**src/rtl/render_pkg.sv**
```systemverilog
// Shared colour, state and coordinate definitions for the raster frame renderer.
package render_pkg;

    localparam int DEFAULT_COORD_W = 16;

    typedef logic [23:0] color_t;

    localparam color_t WHITE = 24'hFFFFFF;
    localparam color_t GRAY  = 24'hE6E6C1;
    localparam color_t GREEN = 24'h00FF00;
    localparam color_t BROWN = 24'hFFA00F;
    localparam color_t RED   = 24'hFF0000;

    typedef enum logic [0:0] {
        IDLE = 1'b0,
        RUN  = 1'b1
    } state_t;

endpackage

```
**src/rtl/rect_hit_test.sv**
```systemverilog
// Combinational point-in-rectangle test for one object, with the world y shifted into camera space.
module rect_hit_test #(
    parameter int COORD_W = 16,
    parameter int W       = 40,
    parameter int H       = 5
) (
    input  logic [COORD_W-1:0] px,
    input  logic [COORD_W-1:0] py,
    input  logic [COORD_W-1:0] rx,
    input  logic [COORD_W-1:0] ry,
    input  logic [COORD_W-1:0] min_y,
    input  logic               en,
    output logic               hit
);

    localparam logic [COORD_W:0] W_EXT = (COORD_W+1)'(W);
    localparam logic [COORD_W:0] H_EXT = (COORD_W+1)'(H);

    logic [COORD_W-1:0] sy_s;
    logic [COORD_W:0]   px_s;
    logic [COORD_W:0]   py_s;
    logic [COORD_W:0]   x_lo_s;
    logic [COORD_W:0]   x_hi_s;
    logic [COORD_W:0]   y_lo_s;
    logic [COORD_W:0]   y_hi_s;

    // The extra top bit keeps the far edge from wrapping back onto the screen.
    assign sy_s   = ry - min_y;
    assign px_s   = {1'b0, px};
    assign py_s   = {1'b0, py};
    assign x_lo_s = {1'b0, rx};
    assign y_lo_s = {1'b0, sy_s};
    assign x_hi_s = x_lo_s + W_EXT;
    assign y_hi_s = y_lo_s + H_EXT;

    assign hit = en & (px_s >= x_lo_s) & (px_s < x_hi_s) & (py_s >= y_lo_s) & (py_s < y_hi_s);

endmodule

```
**src/rtl/raster_frame_renderer.sv**
```systemverilog
// Raster-order frame renderer: one RGB pixel per clock on a valid/ready stream, inputs snapshotted per frame.
// Optional background grid is enabled by defining RENDER_GRID_EN.
module raster_frame_renderer
    import render_pkg::*;
#(
    parameter int COORD_W    = DEFAULT_COORD_W,
    parameter int SCREEN_W   = 400,
    parameter int SCREEN_H   = 700,
    parameter int NUM_BLOCKS = 16,
    parameter int BLOCK_W    = 40,
    parameter int BLOCK_H    = 5,
    parameter int DOODLE_W   = 8,
    parameter int DOODLE_H   = 8,
    parameter int GRID_STEP  = 50
) (
    input  logic                          clk,
    input  logic                          reset,
    input  logic                          start,
    input  logic                          game_over,
    input  logic [COORD_W-1:0]            doodle_x,
    input  logic [COORD_W-1:0]            doodle_y,
    input  logic [COORD_W-1:0]            min_y,
    input  logic [NUM_BLOCKS*COORD_W-1:0] blocks_x,
    input  logic [NUM_BLOCKS*COORD_W-1:0] blocks_y,
    input  logic [NUM_BLOCKS-1:0]         block_active,
    output logic                          pix_valid,
    input  logic                          pix_ready,
    output logic [COORD_W-1:0]            pix_x,
    output logic [COORD_W-1:0]            pix_y,
    output logic [23:0]                   pix_color,
    output logic                          pix_sof,
    output logic                          pix_eol,
    output logic                          pix_eof,
    output logic                          busy,
    output logic                          frame_done
);

    localparam logic [COORD_W-1:0] ZERO   = {COORD_W{1'b0}};
    localparam logic [COORD_W-1:0] ONE    = COORD_W'(1);
    localparam logic [COORD_W-1:0] X_LAST = COORD_W'(SCREEN_W - 1);
    localparam logic [COORD_W-1:0] Y_LAST = COORD_W'(SCREEN_H - 1);

    state_t state_r;
    state_t state_next_s;

    logic                          snap_go_r;
    logic [COORD_W-1:0]            snap_dx_r;
    logic [COORD_W-1:0]            snap_dy_r;
    logic [COORD_W-1:0]            snap_min_y_r;
    logic [NUM_BLOCKS*COORD_W-1:0] snap_bx_r;
    logic [NUM_BLOCKS*COORD_W-1:0] snap_by_r;
    logic [NUM_BLOCKS-1:0]         snap_act_r;

    logic                          eff_go_s;
    logic [COORD_W-1:0]            eff_dx_s;
    logic [COORD_W-1:0]            eff_dy_s;
    logic [COORD_W-1:0]            eff_min_y_s;
    logic [NUM_BLOCKS*COORD_W-1:0] eff_bx_s;
    logic [NUM_BLOCKS*COORD_W-1:0] eff_by_s;
    logic [NUM_BLOCKS-1:0]         eff_act_s;

    logic [COORD_W-1:0]    scan_x_r;
    logic [COORD_W-1:0]    scan_y_r;
    logic                  gen_done_r;
    logic                  start_s;
    logic                  accept_s;
    logic                  load_s;
    logic                  eof_hs_s;
    logic                  last_x_s;
    logic                  last_y_s;
    logic [NUM_BLOCKS-1:0] block_hit_s;
    logic                  doodle_hit_s;
    logic                  grid_s;
    color_t                color_s;

    assign start_s  = (state_r == IDLE) & start;
    assign accept_s = pix_valid & pix_ready;
    assign eof_hs_s = (state_r == RUN) & accept_s & pix_eof;
    assign load_s   = start_s | ((state_r == RUN) & ~gen_done_r & (~pix_valid | pix_ready));
    assign last_x_s = (scan_x_r == X_LAST);
    assign last_y_s = (scan_y_r == Y_LAST);

    // The first pixel is produced on the start edge itself, so it sees the live inputs being captured.
    always_comb begin
        eff_go_s    = snap_go_r;
        eff_dx_s    = snap_dx_r;
        eff_dy_s    = snap_dy_r;
        eff_min_y_s = snap_min_y_r;
        eff_bx_s    = snap_bx_r;
        eff_by_s    = snap_by_r;
        eff_act_s   = snap_act_r;
        if (state_r == IDLE) begin
            eff_go_s    = game_over;
            eff_dx_s    = doodle_x;
            eff_dy_s    = doodle_y;
            eff_min_y_s = min_y;
            eff_bx_s    = blocks_x;
            eff_by_s    = blocks_y;
            eff_act_s   = block_active;
        end else begin
            eff_go_s    = snap_go_r;
        end
    end

    for (genvar i = 0; i < NUM_BLOCKS; i++) begin : g_block
        rect_hit_test #(.COORD_W(COORD_W), .W(BLOCK_W), .H(BLOCK_H)) u_block_hit (
            .px    (scan_x_r),
            .py    (scan_y_r),
            .rx    (eff_bx_s[i*COORD_W +: COORD_W]),
            .ry    (eff_by_s[i*COORD_W +: COORD_W]),
            .min_y (eff_min_y_s),
            .en    (eff_act_s[i]),
            .hit   (block_hit_s[i])
        );
    end

    rect_hit_test #(.COORD_W(COORD_W), .W(DOODLE_W), .H(DOODLE_H)) u_doodle_hit (
        .px    (scan_x_r),
        .py    (scan_y_r),
        .rx    (eff_dx_s),
        .ry    (eff_dy_s),
        .min_y (eff_min_y_s),
        .en    (1'b1),
        .hit   (doodle_hit_s)
    );

`ifdef RENDER_GRID_EN
    logic [COORD_W-1:0] grid_x_r;
    logic [COORD_W-1:0] grid_y_r;

    assign grid_s = (grid_x_r == ZERO) | (grid_y_r == ZERO);

    // Modulo-GRID_STEP shadows of the scan counters; both return to zero at end of frame.
    always_ff @(posedge clk) begin
        if (reset) begin
            grid_x_r <= ZERO;
            grid_y_r <= ZERO;
        end else if (load_s) begin
            if (last_x_s) begin
                grid_x_r <= ZERO;
                if (last_y_s || (grid_y_r == COORD_W'(GRID_STEP - 1))) begin
                    grid_y_r <= ZERO;
                end else begin
                    grid_y_r <= grid_y_r + ONE;
                end
            end else if (grid_x_r == COORD_W'(GRID_STEP - 1)) begin
                grid_x_r <= ZERO;
            end else begin
                grid_x_r <= grid_x_r + ONE;
            end
        end else begin
            grid_x_r <= grid_x_r;
        end
    end
`else
    assign grid_s = 1'b0;
`endif

    // Pixel colour by priority: doodle, block, background.
    always_comb begin
        color_s = GRAY;
        if (doodle_hit_s) begin
            color_s = GREEN;
        end else if (|block_hit_s) begin
            color_s = BROWN;
        end else if (eff_go_s) begin
            color_s = RED;
        end else if (grid_s) begin
            color_s = WHITE;
        end else begin
            color_s = GRAY;
        end
    end

    // Next-state logic.
    always_comb begin
        state_next_s = state_r;
        case (state_r)
            IDLE: begin
                if (start) state_next_s = RUN;
                else       state_next_s = IDLE;
            end
            RUN: begin
                if (eof_hs_s) state_next_s = IDLE;
                else          state_next_s = RUN;
            end
            default: state_next_s = IDLE;
        endcase
    end

    // State register.
    always_ff @(posedge clk) begin
        if (reset) state_r <= IDLE;
        else       state_r <= state_next_s;
    end

    // Snapshot, scan counters and the output pixel register.
    always_ff @(posedge clk) begin
        if (reset) begin
            snap_go_r    <= 1'b0;
            snap_dx_r    <= ZERO;
            snap_dy_r    <= ZERO;
            snap_min_y_r <= ZERO;
            snap_bx_r    <= {(NUM_BLOCKS*COORD_W){1'b0}};
            snap_by_r    <= {(NUM_BLOCKS*COORD_W){1'b0}};
            snap_act_r   <= {NUM_BLOCKS{1'b0}};
            scan_x_r     <= ZERO;
            scan_y_r     <= ZERO;
            gen_done_r   <= 1'b0;
            pix_valid    <= 1'b0;
            pix_x        <= ZERO;
            pix_y        <= ZERO;
            pix_color    <= 24'h000000;
            pix_sof      <= 1'b0;
            pix_eol      <= 1'b0;
            pix_eof      <= 1'b0;
            busy         <= 1'b0;
            frame_done   <= 1'b0;
        end else begin
            frame_done <= eof_hs_s;
            busy       <= (state_next_s == RUN);
            if (start_s) begin
                snap_go_r    <= game_over;
                snap_dx_r    <= doodle_x;
                snap_dy_r    <= doodle_y;
                snap_min_y_r <= min_y;
                snap_bx_r    <= blocks_x;
                snap_by_r    <= blocks_y;
                snap_act_r   <= block_active;
            end
            if (load_s) begin
                pix_valid  <= 1'b1;
                pix_x      <= scan_x_r;
                pix_y      <= scan_y_r;
                pix_color  <= color_s;
                pix_sof    <= (scan_x_r == ZERO) & (scan_y_r == ZERO);
                pix_eol    <= last_x_s;
                pix_eof    <= last_x_s & last_y_s;
                gen_done_r <= last_x_s & last_y_s;
                if (last_x_s) begin
                    scan_x_r <= ZERO;
                    scan_y_r <= last_y_s ? ZERO : (scan_y_r + ONE);
                end else begin
                    scan_x_r <= scan_x_r + ONE;
                end
            end else if (accept_s) begin
                pix_valid <= 1'b0;
                pix_sof   <= 1'b0;
                pix_eol   <= 1'b0;
                pix_eof   <= 1'b0;
            end else begin
                pix_valid <= pix_valid;
            end
        end
    end

endmodule
```
**config.mk**
```make
export PLATFORM = sky130hd
export DESIGN_NAME = raster_frame_renderer
export DESIGN_NICKNAME = d
export VERILOG_FILES = /design/src/rtl/render_pkg.sv /design/src/rtl/rect_hit_test.sv /design/src/rtl/raster_frame_renderer.sv
export SDC_FILE = /design/constraint.sdc
export NUM_CORES = 2
export LEC_CHECK = 0
export CORE_UTILIZATION = 51
export CTS_CLUSTER_DIAMETER = 80
export DETAILED_ROUTE_END_ITERATION = 10
export PLACE_DENSITY = 0.71
export SLEW_MARGIN = 40
export SYNTH_ARGS = -nofsm -noshare
export SYNTH_HDL_FRONTEND = slang
export SYNTH_SLANG_ARGS = --single-unit
```
**constraint.sdc**
```tcl
create_clock -name clk -period 15.05 [get_ports clk]
set_clock_uncertainty 0.15 [all_clocks]
set_input_delay 1.505 -clock clk [delete_from_list [all_inputs] [get_ports clk]]
set_output_delay 1.505 -clock clk [all_outputs]
set_load 0.005 [all_outputs]
```
== Word-level counts from Yosys, hierarchy flattened ==
Index checks and enable logic that the tools add are counted.
Widths: inputs -> output; s select.

* Add/sub/neg operators: 53
* $lt $le $gt $ge: 68
* Equal/unequal tests: 2
* Muxes and demuxes: 20
* Bitwise operators: 80
* Reduce and logical (&&, ||, !) cells: 5

{| class="wikitable"
|+ Operators with widths
! cell !! number
|-
| $lt 16x17->1 || 34
|-
| $ge 16x16->1 || 34
|-
| $mux 256 || 2
|-
| $add 16x3->17 const B || 16
|-
| $add 16x6->17 const B || 16
|-
| $sub 16x16->16 || 17
|-
| $mux 16 || 6
|-
| $and 1x1->1 || 75
|-
| $mux 21 || 2
|-
| $add 16x4->17 const B || 2
|-
| $add 16x1->16 const B || 2
|-
| $logic_not 16->1 || 2
|-
| $mux 24 || 1
|-
| $eq 16x10->1 const B || 1
|-
| $eq 16x9->1 const B || 1
|-
| $reduce_or 16->1 || 1
|-
| $mux 1 || 8
|-
| $not 1->1 || 3
|-
| $or 1x1->1 || 2
|-
| $pmux 1 s2 || 1
|-
| $reduce_and 2->1 || 1
|-
| $reduce_bool 2->1 || 1
|}

* Bits in registers: 672
* Input bits: 581
* Word-level logic and storage cells: 247

== Logic depth before layout (Yosys ltp) ==
* Depth after elaboration: 9
* Gate-level depth with buffers: 42
* Mapped depth without buffers: 26

== Modules after synthesis ==
From an unflattened synthesis, not the netlist that was laid out.

* Cell total of the unflattened synthesis: 9572
* Area total of the unflattened synthesis: 75443.6 um^2

{| class="wikitable"
|+ By module, submodules not included
! module !! times used !! cells each !! area each (um^2) !! seq. area each (um^2)
|-
| raster_frame_renderer || 1 || 3607 || 29942.5 || 13132.6
|-
| rect_hit_test (g_block[11].u_block_hit ...) || 9 || 340 || 2591.2 || 0.0
|-
| rect_hit_test (g_block[0].u_block_hit ...) || 4 || 360 || 2765.2 || 0.0
|-
| rect_hit_test (g_block[9].u_block_hit) || 1 || 380 || 2856.5 || 0.0
|-
| rect_hit_test (g_block[10].u_block_hit) || 1 || 364 || 2810.2 || 0.0
|-
| rect_hit_test (u_doodle_hit) || 1 || 370 || 2798.9 || 0.0
|-
| rect_hit_test (g_block[14].u_block_hit) || 1 || 351 || 2653.8 || 0.0
|}

== Worst setup path after synthesis ==
Ideal clock, no wire load.

* Path type: register to register
* Start point: reg busy (netlist name)
* End point: reg pix_color[0]
* Library setup time: 0.122 ns
* Data arrival time: 10.841 ns
* Path slack: 3.937 ns
* Stages on the path, launching flop included: 38
* Cell sequence: dfxtp_1 -> buf_2 -> buf_6 -> buf_6 -> buf_6 -> buf_6 -> buf_6 -> buf_4 -> buf_6 -> buf_4 -> buf_6 -> buf_6 -> buf_6 -> buf_4 -> buf_4 -> buf_1 -> buf_2 -> mux2i_1 -> [2 not listed] -> a21oi_2 -> a2111oi_4 -> xnor2_1 -> or4_4 -> or4_4 -> or3_1 -> xnor2_1 -> ha_1 -> nand2_1 -> nor3_1 -> o311ai_0 -> a31oi_1 -> or4_1 -> o311ai_0 -> or4_1 -> and4bb_4 -> a311oi_4 -> a311o_1

{| class="wikitable"
|+ RTL lines
! what !! RTL line !! source
|-
| to (signal assigned) || raster_frame_renderer.sv:235 || <nowiki>pix_color <= color_s;</nowiki>
|-
| to (decl) || raster_frame_renderer.sv:30 || <nowiki>output logic [23:0] pix_color,</nowiki>
|}

==> summary.md <==
| Metric | Value |
|---|---|
| Final HPWL DP | `roughly 190000 um` |
| Hold Path Class | `reg2reg` |
| CP max stage delay | `0.76 ns` |
| Number of synthesized flops with an enable pin | `0` |
| Slew headroom | `37.7%` |
| Layout area overhead | `15.8%` |
| Core area | `between 100000 and 150000 um^2` |
| Pleak | `approximately 37 nW` |
| Die width | `~380 um` |
| Number of global-route vias before repair | `67100` |
| Share of layout cells above drive strength 1 | `6.33%` |
| First-pass GRT wire length | `around 380000 um` |
| Critical path class | `reg2reg` |
| CTS buffer count | `84` |
| Routed WL | `254000 um` |
| Final min period | `between 8 and 9 ns` |
| Starting Density | `between 50 and 60%` |
| Critical path capture point type | `register` |
| Port Buffers | `640` |
| Startpoint types | `register` |
| Worst r2r src | `busy$_SDFF_PP0_` |
| Async SR Flop Fraction | `0%` |
| Setup TNS | `0 ns` |
| Tightest Pin Transition | `~0.93 ns` |
| Fmax achieved | `122 MHz` |
| Routability Congestion | `0.953` |
| Cts repair resizes | `0` |
| Die Ht | `378 um` |
| Reg clk slew, reported paths | `0.06 ns` |
| Worst Path Arrival | `8.66 ns` |
| Sequential Area | `13200 um^2` |
| R2R cell count | `25` |
| Initial antenna violation count | `between 40 and 50` |
| DR vias | `about 70000` |
| Vias/cell | `6.10` |
| Final core occ | `between 50% and 60%` |
| Setup Fix Bufs, Post-CTS | `0` |
| Seq cells post-synth | `~660` |
| Post-route cell area | `about 83000 um^2` |
| Most used DFF post-synth | `dfxtp_1` |
| Pre-Repair DR Iteration Count | `8` |
| Clock insertion delay at the later pin of the skew report | `~0.7 ns` |
| CP max stage cell | `dfxtp_4` |
| Core Rows | `137` |
| Final hold violation count | `0` |
| # DRC | `0` |
| Footprint of the multi-input gates | `56500 um^2` |
| GRT Total Usage | `34.3%` |
| Final period utilization | `54.5%` |
| Fin nets | `11500` |
| Cells after Synth | `between 9000 and 10000` |
| Clk sinks | `around 660` |
| Max VDD drop | `76.7 uV` |
| Syn. warnings | `0` |
| CP Launch Point | `busy$_SDFF_PP0_` |
| Hold_buf cts | `0` |
| Io pins | `between 600 and 700` |
| Yosys cell types | `105` |
| Starting DRT DRC Count | `5580` |
| CTS tree | `built` |
| Syn_area_per_cell | `7.92 um^2` |
| Largest net degree at the start of global routing | `124` |
| Worst R2R Setup Slack | `6.85 ns` |
| Required @ worst endpoint | `~16 ns` |
| Final ANT Viol Nets | `0` |
| Root buffer cell | `clkbuf_16` |
| Crit path depth | `25` |
| Power Density | `93.1 nW/um^2` |
| Mapped cell area | `72100 um^2` |
| Fillers | `12500` |
| Final Max Slew Viols | `0` |
| CP top delay family | `simple AND/OR/NAND/NOR gates` |
| GRT overflow | `0` |
| DP Area | `80400 um^2` |
| Critical path peak fanout | `100` |
| Max-cap viol count | `0` |
| Clock tree buffer depth | `3` |
| Seq/Total Area, Yosys | `a little under a fifth` |
| H-tree depth | `3` |
| RSZ-0062 raised after global routing | `no` |
| Outcome | `completed` |
| Final setup fails | `0` |
| Reg2Reg Capture Point | `pix_color[20]$_SDFFE_PP0P_` |
| CP Capture Point | `pix_color[20]$_SDFFE_PP0P_` |
| WL/cell | `22.0 um` |
| Die area | `143000 um^2` |
| Buffer and inverter count on the worst path | `3` |
## cells in the mapped netlist (all sizes together), types with 67 or more instances
master | instances | area share, %
nand2 | 1568 | 8.2
ha | 1327 | 23
a21oi | 1039 | 7.2
dfxtp | 656 | 18
xnor2 | 404 | 4.9
nor2 | 378 | 2.0
o21ai | 357 | 2.5
mux2i | 326 | 4.5
inv | 302 | 1.6
mux2 | 262 | 4.1
xor2 | 254 | 3.1
clkbuf | 240 | 1.3
a21o | 221 | 2.3
nand3 | 199 | 1.4
nor3 | 151 | 1.1
a211oi | 115 | 1.2
nand2b | 114 | 0.99
buf | 102 | 0.94
nor2b | 94 | 0.82
nand4 | 91 | 0.79
o21a | 85 | 0.89
nor4 | 83 | 0.75
or3 | 67 | 0.58
## through the flow
step	total power, W	hold slack, ns	setup WS, ns	cells
6_report	0.00777	0.298	6.85	11500
3_5_place_dp	0.00558	0.292	6.30	11400
4_1_cts	0.00776	0.300	6.94	11500
2_1_floorplan	0.00459	0.281	3.94	9101
5_1_grt	0.00828	0.314	6.51	11500
3_3_place_gp	0.00546	0.288	6.30	11400
## worst reg2reg max path, delay by kind of cell (launching register included)
kind            cells  cell delay [ns]
simple gates        9             3.04
buf+inv             3             0.93
xor+xnor            2             0.41
compound gates      7             1.41
fa+ha+maj           3             0.89
mux                 1             0.51
flops               1             0.76
## worst min-delay path by stage
stage | start | end | slack, ns | cells past startpoint
after detailed placement | pix_y[10]$_SDFFE_PP0P_ | pix_y[10]$_SDFFE_PP0P_ | 0.29 | 2
final | pix_y[12]$_SDFFE_PP0P_ | pix_y[12]$_SDFFE_PP0P_ | 0.30 | 2
after global placement | snap_by_r[181]$_SDFFE_PP0P_ | snap_by_r[181]$_SDFFE_PP0P_ | 0.29 | 2
after global routing | snap_by_r[33]$_SDFFE_PP0P_ | snap_by_r[33]$_SDFFE_PP0P_ | 0.31 | 2
after floorplan | gen_done_r$_SDFFE_PP0P_ | gen_done_r$_SDFFE_PP0P_ | 0.28 | 2
after CTS | pix_y[10]$_SDFFE_PP0P_ | pix_y[10]$_SDFFE_PP0P_ | 0.30 | 2
## metal layers
layer	share of wire, %	GRT usage [%]	vias to the layer above
met5	0.041	0	-
met3	7.9	6.21	630
met2	45	55.5	2544
met1	42	43.2	33400
li1	-	-	33900
met4	5.5	18.3	16
## layout make-up
type,count,share of cell area (%)
multi-input cells,7801,67.7
flip-flops and latches,656,15.8
repair buffers,732,8.77
clock buffers,114,2.86
well taps,1876,2.81
inverters,302,1.36
clock inverters,36,0.613
diodes,31,0.0930
## cells by family (layout without fill, tap and decap cells)
logic type               count (synthesis)  count (layout)  share of synthesized area (%)
XOR/XNOR                               658             658                           8.00
other                                    1              33                        0.00520
flip-flops                             656             656                           18.2
AND/OR/NAND/NOR                       2947            2947                           18.6
AO/OA/AOI/OAI                         2262            2262                           19.2
multiplexers                           588             588                           8.63
buffers and inverters                  644            1184                           3.77
adder cells (fa/ha/maj)               1344            1344                           23.5
## flip-flops by register name, summed over array words and instances, names as in the netlist, 8 cells and up
name / cells
snap_bx_r: 256
snap_by_r: 256
pix_x: 16
pix_y: 16
scan_x_r: 16
scan_y_r: 16
snap_act_r: 16
snap_dx_r: 16
snap_dy_r: 16
snap_min_y_r: 16
pix_color: 8
## power by group
part	switching (W)	total (W)	internal [W]
logic	0.00217	0.00372	0.00155
registers	0.0000653	0.00190	0.00183
clock network	0.000891	0.00215	0.00126
## cell usage in the layout (no fill, tap or decap), drive strengths merged, types with 85 or more instances in the layout
cell type | synthesis | final
a21oi | 1039 | 1039
buf | 102 | 93
xor2 | 254 | 254
nor2b | 94 | 94
nor3 | 151 | 151
a211oi | 115 | 115
o21a | 85 | 85
nand4 | 91 | 91
nand3 | 199 | 199
o21ai | 357 | 357
nand2 | 1568 | 1568
nand2b | 114 | 114
mux2 | 262 | 262
nor2 | 378 | 378
mux2i | 326 | 326
inv | 302 | 312
clkbuf | 240 | 114
xnor2 | 404 | 404
a21o | 221 | 221
clkdlybuf4s50 | 0 | 639
dfxtp | 656 | 656
ha | 1327 | 1327
No activity file was read; power rests on OpenSTA's default activity.
